<file path="src/rtl/pmod_debounce8.sv">
// Eight-channel PMOD input conditioner: a two-flop synchroniser feeds a saturating
// stability counter on each channel, which produces clean levels and edge strobes.
module pmod_debounce8 #(
  parameter int WIDTH           = 8,
  parameter int DEBOUNCE_CYCLES = 120000,
  parameter int CNT_W           = $clog2(DEBOUNCE_CYCLES)
) (
  input  logic             clk,
  input  logic             rst,
  input  logic [WIDTH-1:0] pin_in,
  output logic [WIDTH-1:0] clean,
  output logic [WIDTH-1:0] rise,
  output logic [WIDTH-1:0] fall,
  output logic             changed
);

  localparam logic [CNT_W-1:0] CNT_MAX = CNT_W'(DEBOUNCE_CYCLES - 1);

  logic [WIDTH-1:0] meta_q;
  logic [WIDTH-1:0] sync_q;
  logic [WIDTH-1:0] clean_q, clean_d;
  logic [WIDTH-1:0] rise_q, rise_d;
  logic [WIDTH-1:0] fall_q, fall_d;
  logic             changed_q, changed_d;
  logic [CNT_W-1:0] cnt_q [WIDTH];
  logic [CNT_W-1:0] cnt_d [WIDTH];

  // Per-channel qualification: any return to the clean level restarts the count
  always_comb begin
    clean_d = clean_q;
    rise_d  = '0;
    fall_d  = '0;
    for (int n = 0; n < WIDTH; n++) begin
      cnt_d[n] = '0;
      if (sync_q[n] == clean_q[n]) begin
        cnt_d[n] = '0;
      end else if (cnt_q[n] == CNT_MAX) begin
        clean_d[n] = sync_q[n];
        rise_d[n]  = sync_q[n];
        fall_d[n]  = ~sync_q[n];
        cnt_d[n]   = '0;
      end else begin
        cnt_d[n] = cnt_q[n] + CNT_W'(1);
      end
    end
    changed_d = |(rise_d | fall_d);
  end

  // State registers; the synchroniser pair carries no logic between its flops
  always_ff @(posedge clk or posedge rst) begin
    if (rst) begin
      meta_q    <= '0;
      sync_q    <= '0;
      clean_q   <= '0;
      rise_q    <= '0;
      fall_q    <= '0;
      changed_q <= 1'b0;
      for (int n = 0; n < WIDTH; n++) begin
        cnt_q[n] <= '0;
      end
    end else begin
      meta_q    <= pin_in;
      sync_q    <= meta_q;
      clean_q   <= clean_d;
      rise_q    <= rise_d;
      fall_q    <= fall_d;
      changed_q <= changed_d;
      for (int n = 0; n < WIDTH; n++) begin
        cnt_q[n] <= cnt_d[n];
      end
    end
  end

  assign clean   = clean_q;
  assign rise    = rise_q;
  assign fall    = fall_q;
  assign changed = changed_q;

endmodule

</file>
<file path="config.mk">
export PLATFORM = sky130hd
export DESIGN_NAME = pmod_debounce8
export DESIGN_NICKNAME = d
export VERILOG_FILES = /design/src/rtl/pmod_debounce8.sv
export SDC_FILE = /design/constraint.sdc
export NUM_CORES = 1
export LEC_CHECK = 0
export CAP_MARGIN = 10
export CORE_MARGIN = 5
export CORE_UTILIZATION = 65
export DETAILED_ROUTE_END_ITERATION = 10
export GPL_TIMING_DRIVEN = 0
export PLACE_DENSITY = 0.9
export SYNTH_ARGS = -nofsm -noshare
export SYNTH_HDL_FRONTEND = slang
export SYNTH_SLANG_ARGS = --single-unit
</file>
<file path="constraint.sdc">
create_clock -name clk -period 17.7 [get_ports clk]
set_clock_uncertainty 0.2 [all_clocks]
set_input_delay 1.77 -clock clk [delete_from_list [all_inputs] [get_ports clk]]
set_output_delay 1.77 -clock clk [all_outputs]
set_load 0.02 [all_outputs]
</file>
==> metrics, run 1 <==
critical path class=flip-flop to primary output; Slowest Stage Delay on Critical Path=0.66 ns; synthesized instance count=739; Avg Synthesized Cell Area=10.89 um2; number of nets with antenna violations after routing=0; share of synthesized area occupied by flip-flops and latches=55.02%; Hold Buf Count CTS=0; most common cell after layout, fill and taps aside=dfrtp_1; routed wire length=between 15 and 20 mm; maximum VDD drop=0.08007 mV; clock-pin slew reported for the worst setup and hold paths after clock tree synthesis=0.07 ns; chain of cells forming the critical path=clkdlybuf4s50_1; Sequential Area=around 0.0044 mm2; capturing element of the worst setup path=clean[5]; min cycle time layout=3.539 ns; number of hold violations in the final report=0; maxcap violations=0; Critical Path End Type=primary output; kind of launch point of the worst setup path=flip-flop; fraction of final layout cells with drive strength greater than 1=9.553%; reg-to-reg critical path startpoint=cnt_q[34]; number of nets in the synthesized netlist=757; die area=0.01471 mm2; Pre-Repair DR Iteration Count=5; Final Max Slew Viols=0; Max Fanout on Critical Path=6; initial antenna violation count=0; Layout area overhead=15.20%; leakage power=4.095 nW; diode insertion count for antenna repair=0; path category of the worst min-delay check=flip-flop to flip-flop; Worst R2R Setup Slack=between 15 and 20 ns; aggregate global-route resource usage=22.58%; layer with the highest usage=met2; global-route wire length before repair=~27 mm; total of endpoints with negative setup slack in the final report=0; vias per cell=approximately 5.6; Tightest Pin Transition=0.5640 ns; clock root cell=clkbuf_16; netlist area before placement=around 0.0081 mm2; maximum number of pins on one net before global-route repair=119; tightest slew margin relative to the limit=62.40%; sink count of the clock tree=approximately 180; M1 GR Usage=between 20% and 30%; required time reported for the critical path endpoint=15.73 ns; total core area=0.01206 mm2; Pwr per Cell Area=91.23 mW/mm2; I/O Pins=35; total clock buffers created by CTS=17; number of buffers and inverters on the critical path=1; HPWL Detailed=between 9 and 10 mm; total number of placement rows=40; DRC Markers=0; RSZ-0062 raised after global routing=no; commonest non-fill, non-tap cells in the layout=dfrtp_1, nor2_1, xor2_1; number of post-CTS setup repair buffers=0; deepest level of the CTS H-tree=4; worst slack, placed=14.37 ns; data arrival time of the critical path=about 1.6 ns; routed length per placed instance=approximately 16 um; Max Root-Sink Buffers=2; worst slack on hold paths=0.1476 ns; maximum frequency from static timing analysis=282.6 MHz; number of nets at the end of the flow=slightly above 800; total gr overflow=0; post-cts gate resize count=0; Synth Warn #=0; Die Span X=around 120 um; number of synthesized register bits=about 180; setup_tns=0 ns; end of the worst register-to-register path=cnt_q[45]; worst-skew pair later-pin latency=about 0.43 ns; run status=completed; critical path launch point=clean[5]; final setup margin=14.16 ns; final-layout fill cell count=741; met2 layer usage reported by global route=36.75%; CP Depth=1; kind of cell adding the most delay to the critical path=buffers and inverters; y dimension of the die=121.3 um; utilization after layout=around three quarters; slowest library cell on the worst path=clkdlybuf4s50_1; number of port buffers=34; GPL Wtd Cong=0.8597; final cycle utilization of the critical path=19.99%; effective utilization at floorplan=66.74%; number of cell instances on the worst register-to-register path=7; count of vias placed by the detailed router=5500; clock tree from TritonCTS=yes; count of distinct cell types in the synthesized netlist=45; vias in the first global route=5646; area of the multi-input gates=0.003470 mm2; global routing usage on met3=6.247%; violation count after the first detailed-route iteration=355
==> power by group <==
group	leakage [nW]	switching [mW]	internal [mW]	total [mW]
combinational	1.38	0.0178	0.00959	0.0274
sequential	2.42	0.00749	0.411	0.418
clock	0.299	0.156	0.244	0.400
total	4.10	0.181	0.665	0.846
==> stage by stage <==
| step | area (um2) | instances | power (mW) |
|---|---|---|---|
| 6_report | 9274 | 974 | 0.8461 |
| 2_1_floorplan | 8050 | 739 | 0.4428 |
| 3_5_place_dp | 8636 | 942 | 0.4531 |
| 4_1_cts | 9274 | 974 | 0.8541 |
| 5_1_grt | 9274 | 974 | 0.8769 |
| 3_3_place_gp | 8601 | 941 | 0.4501 |
==> state kept, by name, summed over array words and instances, names as in the netlist <==
name	count
changed	1
clean	8
cnt_q	136
fall	8
meta_q	8
rise	8
sync_q	8
==> worst min path at each step <==
stage / startpoint / end / slack [ns] / depth (start not counted)
finish: meta_q[3] / sync_q[3] / 0.15 / 0
detailed placement: meta_q[3] / sync_q[3] / 0.13 / 0
CTS: meta_q[3] / sync_q[3] / 0.15 / 0
global route: meta_q[3] / sync_q[3] / 0.15 / 0
floorplan: meta_q[0] / sync_q[0] / 0.13 / 0
global placement: meta_q[4] / sync_q[4] / 0.13 / 0
==> final cells by class <==
class / count / share of cell area, %
buffer: 17 / 1.228
clock buffer: 20 / 4.924
clock inverter: 12 / 1.956
inverter: 10 / 0.4857
multi-input combinational: 535 / 37.41
sequential: 177 / 47.76
tap: 168 / 2.267
timing repair buffer: 35 / 3.967
==> logic make-up (layout without fill, tap and decap cells) <==
logic type | after synthesis | count (layout) | share of synthesized area (%)
AO/OA/AOI/OAI | 10 | 10 | 0.7459
XOR/XNOR | 128 | 128 | 13.93
adder cells (fa/ha/maj) | 8 | 8 | 1.243
buffers and inverters | 27 | 94 | 1.881
flip-flops | 177 | 177 | 55.02
multiplexers | 8 | 8 | 1.166
AND/OR/NAND/NOR | 381 | 381 | 26.02
==> metal layers <==
| metal | wire, um | vias to the layer above | share of wire, % |
|---|---|---|---|
| met2 | 7889 | 89 | 51 |
| li1 | - | 2623 | - |
| met4 | 291 | 0 | 1.9 |
| met3 | 483 | 23 | 3.1 |
| met1 | 6746 | 2765 | 44 |
| met5 | 0 | - | 0 |
==> synthesized netlist by cell type, drive strengths merged <==
library cell    n  area [um2]
nor2b           1       6.260
or2             1       6.260
clkbuf          4       17.52
mux2            8       93.83
nor3b          16       120.1
nor4b           4       41.29
ha              8       100.1
and3           25       156.4
or3             4       25.02
o2111ai         1       8.760
buf            13       96.34
and4b           5       50.05
nand2b          7       46.30
nor4bb          6       60.06
nor3           13       70.07
nand2          37       146.4
dfrtp         177        4429
o22a            1       8.760
nand4          27       230.2
and2            4       25.02
nand3          59       317.8
o21ai           3       15.01
o22ai           2       12.51
inv            10       37.54
and4           17       153.9
xor2           73       639.4
nor2          147       551.8
nor4            8       87.58
xnor2          55       481.7
a21oi           3       15.01
Note: power is estimated with default switching activity, not from simulation.
==> run 2: changes to the inputs <==
CORE_UTILIZATION = 60   (was 65)
PLACE_DENSITY = 0.84   (was 0.9)
clock period = 3.5 ns   (was 17.7 ns; I/O delays follow)
==> metrics, run 2 (synthesis gave the netlist of run 1 again) <==
run status=completed (unchanged); kind of launch point of the worst setup path=flip-flop (unchanged); routed length per placed instance=15.49 um (was 15.82 um); Final Max Slew Viols=0 (unchanged); die area=0.01583 mm2 (was 0.01471 mm2); final design area excluding fillers=0.009288 mm2 (was 0.009274 mm2); worst-skew pair later-pin latency=0.43 ns (about the same); worst slack on hold paths=0.07753 ns (was 0.1476 ns); total of endpoints with negative setup slack in the final report=0 (unchanged); data arrival time of the critical path=2.24 ns (was 1.57 ns); total clock buffers created by CTS=17 (unchanged); commonest non-fill, non-tap cells in the layout=dfrtp_1, nor2_1, xor2_1 (unchanged); vias per cell=5.582 (was 5.647); clock tree from TritonCTS=yes (unchanged); final cycle utilization of the critical path=60.80%; path category of the worst min-delay check=primary input to async pin (was flip-flop to flip-flop); DRC Markers=0 (unchanged); most common cell after layout, fill and taps aside=dfrtp_1 (unchanged); Pre-Repair DR Iteration Count=4 (was 5); Pwr Total=4.166 mW (was 0.8461 mW); clock root cell=clkbuf_16 (unchanged); GPL Wtd Cong=0.8482 (was 0.8597); aggregate global-route resource usage=20.35% (was 22.58%); violation count after the first detailed-route iteration=391 (was 355); Post-Place Cells=953 (was 942); vias in the first global route=5697 (was 5646); RSZ-0062 raised after global routing=no (unchanged); area of placed instances=0.008695 mm2 (was 0.008636 mm2); number of nets with antenna violations after routing=0 (unchanged); non-filler cells in the finished layout=985 (was 974); post-cts gate resize count=0 (unchanged); Biggest register=cnt_q (unchanged); required time reported for the critical path endpoint=3.62 ns (was 15.73 ns); effective utilization at floorplan=61.03% (was 66.74%); initial antenna violation count=0 (unchanged); min cycle time layout=2.128 ns; diode insertion count for antenna repair=0 (unchanged); clock-pin slew reported for the worst setup and hold paths after clock tree synthesis=0.07 ns (about the same); leakage power=4.102 nW (was 4.095 nW); maxcap violations=0 (unchanged); Max Fanout on Critical Path=10 (was 6); Pwr per Cell Area=448.6 mW/mm2 (was 91.23 mW/mm2); I/O Pins=35 (unchanged); number of hold violations in the final report=0 (unchanged); total number of placement rows=42 (was 40); maximum frequency from static timing analysis=470.0 MHz; total core area=0.01319 mm2 (was 0.01206 mm2); y dimension of the die=125.8 um (was 121.3 um); HPWL Detailed=10.30 mm (was 9.750 mm); fraction of final layout cells with drive strength greater than 1=10.01% (was 9.553%); number of port buffers=34 (unchanged); tightest slew margin relative to the limit=69.57% (was 62.40%); total gr overflow=0 (unchanged); Max Root-Sink Buffers=2 (unchanged); count of vias placed by the detailed router=5498 (was 5500); Critical Path End Type=flip-flop (was primary output); Layout area overhead=15.37% (was 15.20%); number of nets at the end of the flow=814 (was 811); reg-to-reg critical path startpoint=cnt_q[102] (was cnt_q[34]); number of post-CTS setup repair buffers=0 (unchanged); Tightest Pin Transition=0.4555 ns (was 0.5640 ns); critical path launch point=cnt_q[102] (was clean[5]); maximum number of pins on one net before global-route repair=46 (was 119); maximum VDD drop=0.4004 mV (was 0.08007 mV); critical path class=flip-flop to flip-flop (was flip-flop to primary output); flip-flop count of the largest register after layout=136 (unchanged); routed wire length=15.26 mm (was 15.41 mm); sink count of the clock tree=177 (unchanged); Die Span X=125.8 um (was 121.3 um); Hold Buf Count CTS=0 (unchanged); deepest level of the CTS H-tree=4 (unchanged); global-route wire length before repair=26.50 mm (was 26.54 mm)
-- run 2: changes by cell type in the layout (fill, tap and decap cells not counted), sizes merged --
cell | previous run | this run
inv | 11 | 17
buf | 14 | 17
clkbuf | 24 | 21
bufinv | 4 | 2
clkinvlp | 4 | 3
-- run 2: metal layers --
| metal | vias to the layer above | GRT usage, % | part of all wire [%] |
|---|---|---|---|
| met3 | 22 | 5.292 | 3.8 |
| li1 | 2623 | - | - |
| met1 | 2739 | 25.23 | 44 |
| met2 | 114 | 34.52 | 51 |
| met5 | - | 0 | 0 |
| met4 | 0 | 7.697 | 1.6 |
-- run 2: path summary, 6_finish.rpt --
check                           slack (ns)          to  depth (start not counted)
worst min register to register        0.15   sync_q[3]                          0
min in group clk                      0.15   meta_q[2]                          1
worst max register to register        1.37  cnt_q[113]                          8
worst min-delay path                  0.08   cnt_q[10]                          2
worst max-delay path                  1.37  cnt_q[113]                          8
max in group asynchronous             1.95   cnt_q[37]                          5
-- run 2: worst max-delay path: stages, from the launching register on --
cell,delay [ns]
dfrtp_1,0.42
ha_1,0.24
and3_1,0.16
buf_2,0.14
and4_1,0.24
nand3_2,0.14
nand2b_2,0.20
buf_4,0.20
nor2_1,0.07
-- run 2: report_power, final --
group / total, mW / leakage (nW) / switching (mW) / internal, mW
combinational: 0.145 / 1.40 / 0.0912 / 0.0540
sequential: 2.11 / 2.42 / 0.0379 / 2.08
clock: 1.91 / 0.286 / 0.837 / 1.07
-- run 2: area by class of cell --
class	instances	area, um2
Multi-Input combinational cell	535	3470
Clock buffer	17	425.4
Sequential cell	177	4429
Tap cell	176	220.2
Clock inverter	15	167.7
Inverter	10	41.29
Fill cell	935	3902
Timing Repair Buffer	38	420.4
Buffer	17	113.9
-- run 2: metrics by stage --
stage | setup TNS (ns) | util (%) | setup slack, ns
global route | 0 | 70.41 | 1.245
detailed placement | 0 | 65.92 | 1.413
global placement | -98.82 | 65.31 | -0.5671
finish | 0 | 70.41 | 1.372
CTS | 0 | 70.41 | 1.369
floorplan | 0 | - | 0.6834
==> run 3: changes to the inputs <==
clock period = 2 ns   (was 3.5 ns; I/O delays follow)
==> metrics, run 3 (synthesis gave the netlist of run 1 again) <==
run status=completed (unchanged); HPWL Detailed=10.30 mm (unchanged); DRC Markers=0 (unchanged); deepest level of the CTS H-tree=4 (unchanged); required time reported for the critical path endpoint=2.12 ns (was 3.62 ns); total core area=0.01319 mm2 (unchanged); die area=0.01583 mm2 (unchanged); flip-flop count of the largest register after layout=136 (unchanged); number of cell instances on the worst register-to-register path=8 (unchanged); I/O Pins=35 (unchanged); commonest non-fill, non-tap cells in the layout=dfrtp_1, nor2_1, xor2_1 (unchanged); Critical Path End Type=flip-flop (unchanged); Worst R2R Setup Slack=0.01 ns (was 1.37 ns); end of the worst register-to-register path=cnt_q[113] (unchanged); number of nets at the end of the flow=840 (was 814); Sw Share=23.22% (was 23.18%); tightest slew margin relative to the limit=49.62% (was 69.57%); violation count after the first detailed-route iteration=407 (was 391); number of nets with antenna violations after routing=0 (unchanged); initial antenna violation count=0 (unchanged); vias in the first global route=5763 (was 5697); total clock buffers created by CTS=17 (unchanged); clock tree from TritonCTS=yes (unchanged); routed wire length=16.01 mm (was 15.26 mm); vias per cell=5.619 (was 5.582); Pre-Repair DR Iteration Count=5 (was 4); leakage power=4.242 nW (was 4.102 nW); path category of the worst min-delay check=primary input to flip-flop (was primary input to async pin); global-route wire length before repair=26.95 mm (was 26.50 mm); Die Span X=125.8 um (unchanged); Worst Min Path Start=pin_in[4]; data arrival time of the critical path=2.11 ns (was 2.24 ns); clock root cell=clkbuf_16 (unchanged); count of vias placed by the detailed router=5681 (was 5498); fraction of final layout cells with drive strength greater than 1=13.41% (was 10.01%); diode insertion count for antenna repair=0 (unchanged); layer with the highest usage=met2 (unchanged); aggregate global-route resource usage=20.78% (was 20.35%); GPL Wtd Cong=0.8482 (unchanged); total of endpoints with negative setup slack in the final report=0 (unchanged); Reg power frac=50.4% (was 50.8%); clock-pin slew reported for the worst setup and hold paths after clock tree synthesis=0.07 ns (about the same); critical path class=flip-flop to flip-flop (unchanged); worst-skew pair later-pin latency=0.44 ns (was 0.43 ns); reg-to-reg critical path startpoint=cnt_q[103] (was cnt_q[102]); met2 layer usage reported by global route=35.59% (was 34.52%); final-layout fill cell count=877 (was 935); Max Fanout on Critical Path=10 (unchanged); total gr overflow=0 (unchanged); Max Root-Sink Buffers=2 (unchanged); power share of the clock group=45.4% (was 45.8%); Layout area overhead=19.49% (was 15.37%); maximum number of pins on one net before global-route repair=46 (unchanged); total number of placement rows=42 (unchanged); final cycle utilization of the critical path=99.48% (was 60.80%); global routing usage on met3=5.292% (unchanged); cell depth of the worst min-delay path=1; hold-critical path endpoint=meta_q[4]; Pwr Total=7.349 mW (was 4.166 mW); Biggest register=cnt_q (unchanged); maximum VDD drop=0.7021 mV (was 0.4004 mV); kind of launch point of the worst setup path=flip-flop (unchanged); Tightest Pin Transition=0.7532 ns (was 0.4555 ns); Gate power share=4.2% (was 3.5%); number of hold violations in the final report=0 (unchanged); sink count of the clock tree=177 (unchanged); final design area excluding fillers=0.009619 mm2 (was 0.009288 mm2); maxcap violations=0 (unchanged); y dimension of the die=125.8 um (unchanged); routed length per placed instance=15.83 um (was 15.49 um); effective utilization at floorplan=61.03% (unchanged); M1 GR Usage=25.60% (was 25.23%); total internal power=5.643 mW (was 3.200 mW); most common cell after layout, fill and taps aside=dfrtp_1 (unchanged); min cycle time layout=1.990 ns (was 2.128 ns); number of port buffers=34 (unchanged); area of placed instances=0.008695 mm2 (unchanged); maximum frequency from static timing analysis=502.6 MHz (was 470.0 MHz); Final Max Slew Viols=0 (unchanged); Pwr per Cell Area=764.0 mW/mm2 (was 448.6 mW/mm2); reported net switching power=1.707 mW (was 0.9657 mW)
[run 3: metal layers]
| metal | wire (um) | part of all wire [%] | vias up |
|---|---|---|---|
| met5 | 0 | 0 | - |
| met1 | 6863 | 43 | 2879 |
| met2 | 8387 | 52 | 108 |
| met3 | 552 | 3.4 | 20 |
| li1 | - | - | 2674 |
| met4 | 206 | 1.3 | 0 |
[run 3: worst max path at each step]
stage | from | end | slack, ns | cells after the start
floorplan | rst | changed | -0.67 | 1
global placement | rst | cnt_q[90] | -1.92 | 2
global route | cnt_q[51] | cnt_q[67] | -0.06 | 6
CTS | cnt_q[68] | cnt_q[74] | 0.008 | 6
finish | cnt_q[103] | cnt_q[113] | 0.01 | 8
detailed placement | cnt_q[68] | cnt_q[80] | -0.09 | 6
[run 3: layout make-up]
type                    instances  area [um2]  area share (%)
multi-input cells             535        3577           37.19
well taps                     176       220.2           2.289
repair buffers                 64       640.6           6.660
plain buffers                  17       116.4           1.210
inverters                      10       41.29          0.4292
clock inverters                15       167.7           1.743
clock buffers                  17       425.4           4.422
flip-flops and latches        177        4431           46.06
[run 3: critical path, cell delays in order, from the launching register on]
cell      delay (ns)
dfrtp_1         0.46
ha_4            0.19
and3_1          0.14
buf_2           0.15
and4_4          0.26
nand3_4         0.10
nand2b_4        0.11
buf_4           0.17
nor2_1          0.07
[run 3: power groups by stage]
| stage | combinational [mW] | clock (mW) | sequential [mW] |
|---|---|---|---|
| after floorplan | 0.171 | 0 | 3.75 |
| after global placement | 0.226 | 0 | 3.76 |
| after detailed placement | 0.258 | 0 | 3.76 |
| after CTS | 0.287 | 3.41 | 3.70 |
| after global routing | 0.355 | 3.57 | 3.71 |
| final | 0.310 | 3.34 | 3.70 |
[run 3: through the flow]
step	util [%]	cells	worst slack [ns]	setup TNS, ns	hold WS (ns)
after detailed placement	65.92	953	-0.08668	-2.805	0.1379
after CTS	71.74	1000	0.007974	0	0.008669
final	72.93	1011	0.01043	0	0.02219
after global routing	72.93	1011	-0.05764	-0.5395	0.005872
after global placement	65.31	949	-1.917	-338.02	0.1327
after floorplan	-	739	-0.6666	-117.99	0.03143
[run 3: repair_timing]
action	CTS	global route
pin swaps	1	6
resized for setup	10	15
endpoints found under the setup margin	72	80
hold buffers	10	0
hold endpoints to repair	24	0
setup buffers	5	11
==> patch 1, RTL diff (config.mk and constraints of run 3) <==
Register the input `pin_in` before use, cleared by the reset. The logic sees it one clock later.
--- a/src/rtl/pmod_debounce8.sv
+++ b/src/rtl/pmod_debounce8.sv
@@ -15,6 +15,16 @@
 );
 
   localparam logic [CNT_W-1:0] CNT_MAX = CNT_W'(DEBOUNCE_CYCLES - 1);
+
+  logic [WIDTH-1:0] pin_q;
+
+  always_ff @(posedge clk or posedge rst) begin
+    if (rst) begin
+      pin_q <= '0;
+    end else begin
+      pin_q <= pin_in;
+    end
+  end
 
   logic [WIDTH-1:0] meta_q;
   logic [WIDTH-1:0] sync_q;
@@ -59,7 +69,7 @@
         cnt_q[n] <= '0;
       end
     end else begin
-      meta_q    <= pin_in;
+      meta_q    <= pin_q;
       sync_q    <= meta_q;
       clean_q   <= clean_d;
       rise_q    <= rise_d;
Behaviour: no difference found for any inputs over 10 cycles, from zero or initial values and one cycle with rst high; that may be too few to reach the edited logic, so the function may still have changed.
==> patch 1 against run 3 <==
Critical path depth decreased by 7; worst hold slack got worse by 0.010 ns; total power increased by 5.0%; sequential cell count increased by 8; cell count unchanged; via count decreased by 0.26%; utilization increased by 0.63 points; routed wire length increased by 0.67%; final area increased by 2.1%; worst setup slack improved by 0.055 ns; count of clock-buffer cells in the layout increased by 3; synthesized area increased by 2.5%; largest cell class unchanged.
==> patch 1: results (changes against run 3) <==
| Metric | Value |
|---|---|
| CTS Buf Count | `17 (unchanged)` |
| Synth async-reset ratio | `1.00 (unchanged)` |
| Clk root buf | `clkbuf_16` |
| Mapped Nets | `765 (+1.1%)` |
| Fill cells | `881 (+0.46%)` |
| Largest register by flop count | `cnt_q` |
| Pre-CTS setup slack | `-0.0978 ns (-0.0111 ns)` |
| Ys Warns | `0 (unchanged)` |
| 1st-pass router iterations | `4 (-1)` |
| First DRT Iteration DRCs | `421 (+3.4%)` |
| Clk buf depth | `2 (unchanged)` |
| Largest net degree at the start of global routing | `45 (-2.2%)` |
| Worst EP arrival | `1.53 ns (-0.58 ns)` |
| Seq/Total Area, Yosys | `0.561 (+0.0109)` |
| Antenna fix cells | `0 (unchanged)` |
| Final Hold Viols | `0 (unchanged)` |
| Vias per cell | `5.60 (-0.26%)` |
| Layout cells sized above 1 | `0.135 (+0.00120)` |
| Crit-path max FO | `5 (-5)` |
| Status | `complete, no violations` |
| Initial antenna violation count | `0 (unchanged)` |
| Nets | `840 (unchanged)` |
| Avg WL per Cell | `15.9 um (+0.67%)` |
| Placement Cell Area | `8890 um^2 (+2.3%)` |
| Worst hold path class | `in -> reg` |
| Synth cell types | `45 (unchanged)` |
| First-pass GRT wire length | `27900 um (+3.5%)` |
| Placed Cells | `961 (+0.84%)` |
| Via Count | `5666 (-0.26%)` |
| Lkg Pwr | `4.34 nW (+2.3%)` |
| Vias in the first global route | `5919 (+2.7%)` |
| Worst relative slew slack | `0.411 (-0.0853)` |
| Synth top area cells | `dfrtp_1 56%, xor2_1 7.7%, nor2_1 6.7%` |
| Delay-heaviest family, CP | `buffers and inverters` |
| Total GRT Usage | `0.211 (+0.00327)` |
| CTS clock-pin slew for the worst setup and hold paths | `around 0.060 ns` |
| Port bufs | `34 (unchanged)` |
| Hpwl dp | `10500 um (+1.9%)` |
| Peak VDD IR | `0.630 mV (-10%)` |
| CP max stage delay | `0.66 ns (+0.20 ns)` |
| Largest register FFs | `136 (unchanged)` |
| GP Congestion | `0.827 (-2.6%)` |
| Mapped Cells | `747 (+1.1%)` |
| Post-synth top cells | `185 x dfrtp_1, 147 x nor2_1, 73 x xor2_1` |
| CP max-delay cell | `clkdlybuf4s50_1` |
| H-tree depth | `4 (unchanged)` |
| Clk Latency, worst-skew pair | `0.44 ns (about the same)` |
## patch 1: changes by cell type in the layout (fill, tap and decap cells not counted), sizes merged, moves of 3 or more
cell	change
clkbuf	+3
dlygate4sd3	-4
inv	-8
dfrtp	+8
clkinvlp	+3
buf	-4
## patch 1: through the flow
step / hold WS, ns / TNS [ns]
2_1_floorplan: 0.0314 / -144.03
3_3_place_gp: 0.132 / -377.14
3_5_place_dp: 0.136 / -2.50
4_1_cts: 0.00414 / 0
5_1_grt: 0.0115 / -0.147
6_report: 0.0119 / 0
## patch 1: worst reg2reg max path: stages, from the launching register on
cell and delay [ns]:
dfrtp_1 0.43, ha_4 0.18, nand4_1 0.17, or3_1 0.40, or3_1 0.32, a21oi_1 0.16
## patch 1: timing repair
item                                    CTS  global route
gates resized for setup                   5            34
endpoints found under the setup margin   71            95
hold buffers                              4             2
setup buffers                             6             7
hold endpoints to repair                  4             2
pin swaps                                 3             5
## patch 1: logic make-up (layout without fill, tap and decap cells)
| group | count (synthesis) | after routing | synth area share |
|---|---|---|---|
| flip-flops | 185 | 185 | 0.561 |
| XOR/XNOR | 128 | 128 | 0.136 |
| multiplexers | 8 | 8 | 0.0114 |
| AO/OA/AOI/OAI | 10 | 10 | 0.00728 |
| adder cells (fa/ha/maj) | 8 | 8 | 0.0121 |
| buffers and inverters | 27 | 115 | 0.0184 |
| AND/OR/NAND/NOR | 381 | 381 | 0.254 |
## patch 1: where the power goes
part           leakage, nW  switching, W  internal, W  total, W
clock                0.294       0.00141      0.00215   0.00355
combinational         1.54      0.000171     0.000119  0.000290
sequential            2.50     0.0000675      0.00381   0.00387
## patch 1: worst paths after layout
| path | slack [ns] | to | cells past startpoint | from |
|---|---|---|---|---|
| worst max register to register | 0.07 | cnt_q[82] | 5 | cnt_q[68] |
| worst min register to register | 0.15 | meta_q[6] | 0 | pin_q[6] |
| max in group asynchronous | 0.63 | cnt_q[47] | 4 | rst |
| min in group asynchronous | 0.09 | sync_q[3] | 2 | rst |
| worst max-delay path | 0.07 | clean[7] | 1 | clean[7] |
| worst min-delay path | 0.01 | pin_q[0] | 1 | pin_in[0] |
## patch 1: layout make-up
cell class	count	area (um^2)	area share
Clock buffer	20	457	0.0465
Buffer	16	118	0.0120
Timing Repair Buffer	57	583	0.0594
Sequential cell	185	4630	0.472
Multi-Input combinational cell	535	3590	0.366
Clock inverter	12	173	0.0176
Tap cell	176	220	0.0224
Inverter	10	41.3	0.00421
## patch 1: routing by layer
layer	vias up	share of wire	global-route usage
li1	2689	-	-
met1	2862	0.43	0.270
met2	90	0.51	0.349
met3	25	0.039	0.0568
met4	0	0.017	0.0726
met5	-	0	0
==> patch 2, RTL diff (settings of run 3) <==
Made on the original files. The parameter `DEBOUNCE_CYCLES` goes from 120000 to 240000.
--- a/src/rtl/pmod_debounce8.sv
+++ b/src/rtl/pmod_debounce8.sv
@@ -2,7 +2,7 @@
 // stability counter on each channel, which produces clean levels and edge strobes.
 module pmod_debounce8 #(
   parameter int WIDTH           = 8,
-  parameter int DEBOUNCE_CYCLES = 120000,
+  parameter int DEBOUNCE_CYCLES = 240000,
   parameter int CNT_W           = $clog2(DEBOUNCE_CYCLES)
 ) (
   input  logic             clk,
Check against the original RTL: no difference found for any inputs over 10 cycles, from zero or initial values and one cycle with rst high; that may be too few to reach the edited logic, so the function may still have changed.
==> patch 2 against run 3 <==
The run now ends with setup timing left; sequential share of layout area is 0.064 points lower; worst setup slack got worse by 0.37 ns; cell count grew 5.4%; final area grew 4.7%; synthesized area increased by 2.5%; total power grew 3.1%; routed wire length grew 12%; count of clock-buffer cells in the layout is 5 higher; sequential cell count rose by 8; combinational power rose by 4%; die area is 2.3% higher; largest power group unchanged.
==> patch 2: results (changes against run 3) <==
| Metric | Value |
|---|---|
| 1st-pass router iterations | `7 (+2)` |
| Met1 usage | `0.264 (+0.00781)` |
| Post-CTS setup buffers | `19 (+14)` |
| Setup WS post-layout | `-0.355 ns (-0.366 ns)` |
| CP max stage delay | `0.53 ns (+0.07 ns)` |
| Total net switching power | `0.00167 W (-2.3%)` |
| Seq/Total Area, Yosys | `0.561 (+0.0109)` |
| PostCTS Resize Cnt | `30 (+20)` |
| Failing checks | `setup timing` |
| Synth cell types | `37 (-18%)` |
| CP max-delay cell | `or4_4` |
| Met3 Use GR | `0.0501 (-0.00284)` |
| Crit-path max FO | `5 (-5)` |
| Layout cells sized above 1 | `0.153 (+0.0187)` |
| Post-synth top cells | `185 x dfrtp_1, 173 x nor2_1, 72 x xor2_1` |
| Pre-CTS setup slack | `-0.428 ns (-0.341 ns)` |
| Detailed Route WL | `17900 um (+12%)` |
| Combinational share of power | `0.042 (about the same)` |
| GP Congestion | `0.853 (+0.55%)` |
| M2 GR Usage | `0.384 (+0.0278)` |
| Total GRT Usage | `0.220 (+0.0125)` |
| Wire length on met3 | `657 um (+19%)` |
| Final setup TNS | `-6.47 ns (-6.47 ns)` |
| Final setup viols | `22 (+22)` |
| Lkg Pwr | `4.37 nW (+3.1%)` |
| Antenna fix cells | `0 (unchanged)` |
| Metal2 WL | `9380 um (+12%)` |
| WL met1 | `7450 um (+8.5%)` |
| Hpwl dp | `10900 um (+5.7%)` |
| Vias per cell | `5.71 (+1.6%)` |
| First DRT Iteration DRCs | `436 (+7.1%)` |
| Status | `complete, but fails checks` |
| Nets | `896 (+6.7%)` |
| Avg Cell Area, Syn | `10.4 um^2 (-4.4%)` |
| Non-filler cells, final | `1066 (+5.4%)` |
| Largest register FFs | `144 (+5.9%)` |
| Placed Cells | `1006 (+5.6%)` |
| First-pass GRT wire length | `28900 um (+7.2%)` |
| Vias in the first global route | `6325 (+9.8%)` |
| Largest net degree at the start of global routing | `47 (+2.2%)` |
| Reg power frac | `0.509 (+0.005)` |
| Mapped Nets | `810 (+7.0%)` |
| Synth top area cells | `dfrtp_1 56%, nor2_1 7.9%, xor2_1 7.6%` |
| Worst EP arrival | `2.48 ns (+0.37 ns)` |
| Port bufs | `34 (unchanged)` |
| Worst-margin pin slew | `0.877 ns (+0.123 ns)` |
| Hold-fix buffers, CTS | `5 (-5)` |
[patch 2: cell families (layout without fill, tap and decap cells)]
| kind of cell | count (synthesis) | in the layout | share of synthesized area |
|---|---|---|---|
| AOI/OAI and AO/OA | 3 | 3 | 0.00319 |
| xor gates and xnor gates | 137 | 137 | 0.145 |
| adders and majority gates | 8 | 8 | 0.0121 |
| buffers and inverters | 25 | 123 | 0.0144 |
| DFF | 185 | 185 | 0.561 |
| muxes | 7 | 7 | 0.00955 |
| and+or+nand+nor | 427 | 427 | 0.254 |
[patch 2: path summary, 6_finish.rpt]
kind                            startpoint          to  slack, ns  cells past startpoint
worst min register to register   meta_q[2]   sync_q[2]       0.15                      0
worst min-delay path             pin_in[6]   meta_q[6]       0.02                      1
min in group asynchronous              rst   cnt_q[68]       0.08                      2
worst max-delay path            cnt_q[104]  cnt_q[103]      -0.36                      6
worst max register to register  cnt_q[104]  cnt_q[103]      -0.36                      6
max in group asynchronous              rst    cnt_q[9]       0.65                      4
[patch 2: final cells by class]
type	count	area, um^2
flip-flops and latches	185	4630
clock buffers	22	484
multi-input cells	582	3770
fillers	826	3270
inverters	10	41.3
clock inverters	9	114
well taps	176	220
repair buffers	73	728
plain buffers	9	86.3
[patch 2: through the flow]
| step | cell area (um^2) | hold slack, ns | total power (W) |
|---|---|---|---|
| 2_1_floorplan | 8280 | 0.0314 | 0.00408 |
| 5_1_grt | 10100 | 0.0138 | 0.00782 |
| 6_report | 10100 | 0.0202 | 0.00757 |
| 3_5_place_dp | 8920 | 0.135 | 0.00419 |
| 4_1_cts | 9820 | 0.0173 | 0.00758 |
| 3_3_place_gp | 8840 | 0.134 | 0.00415 |
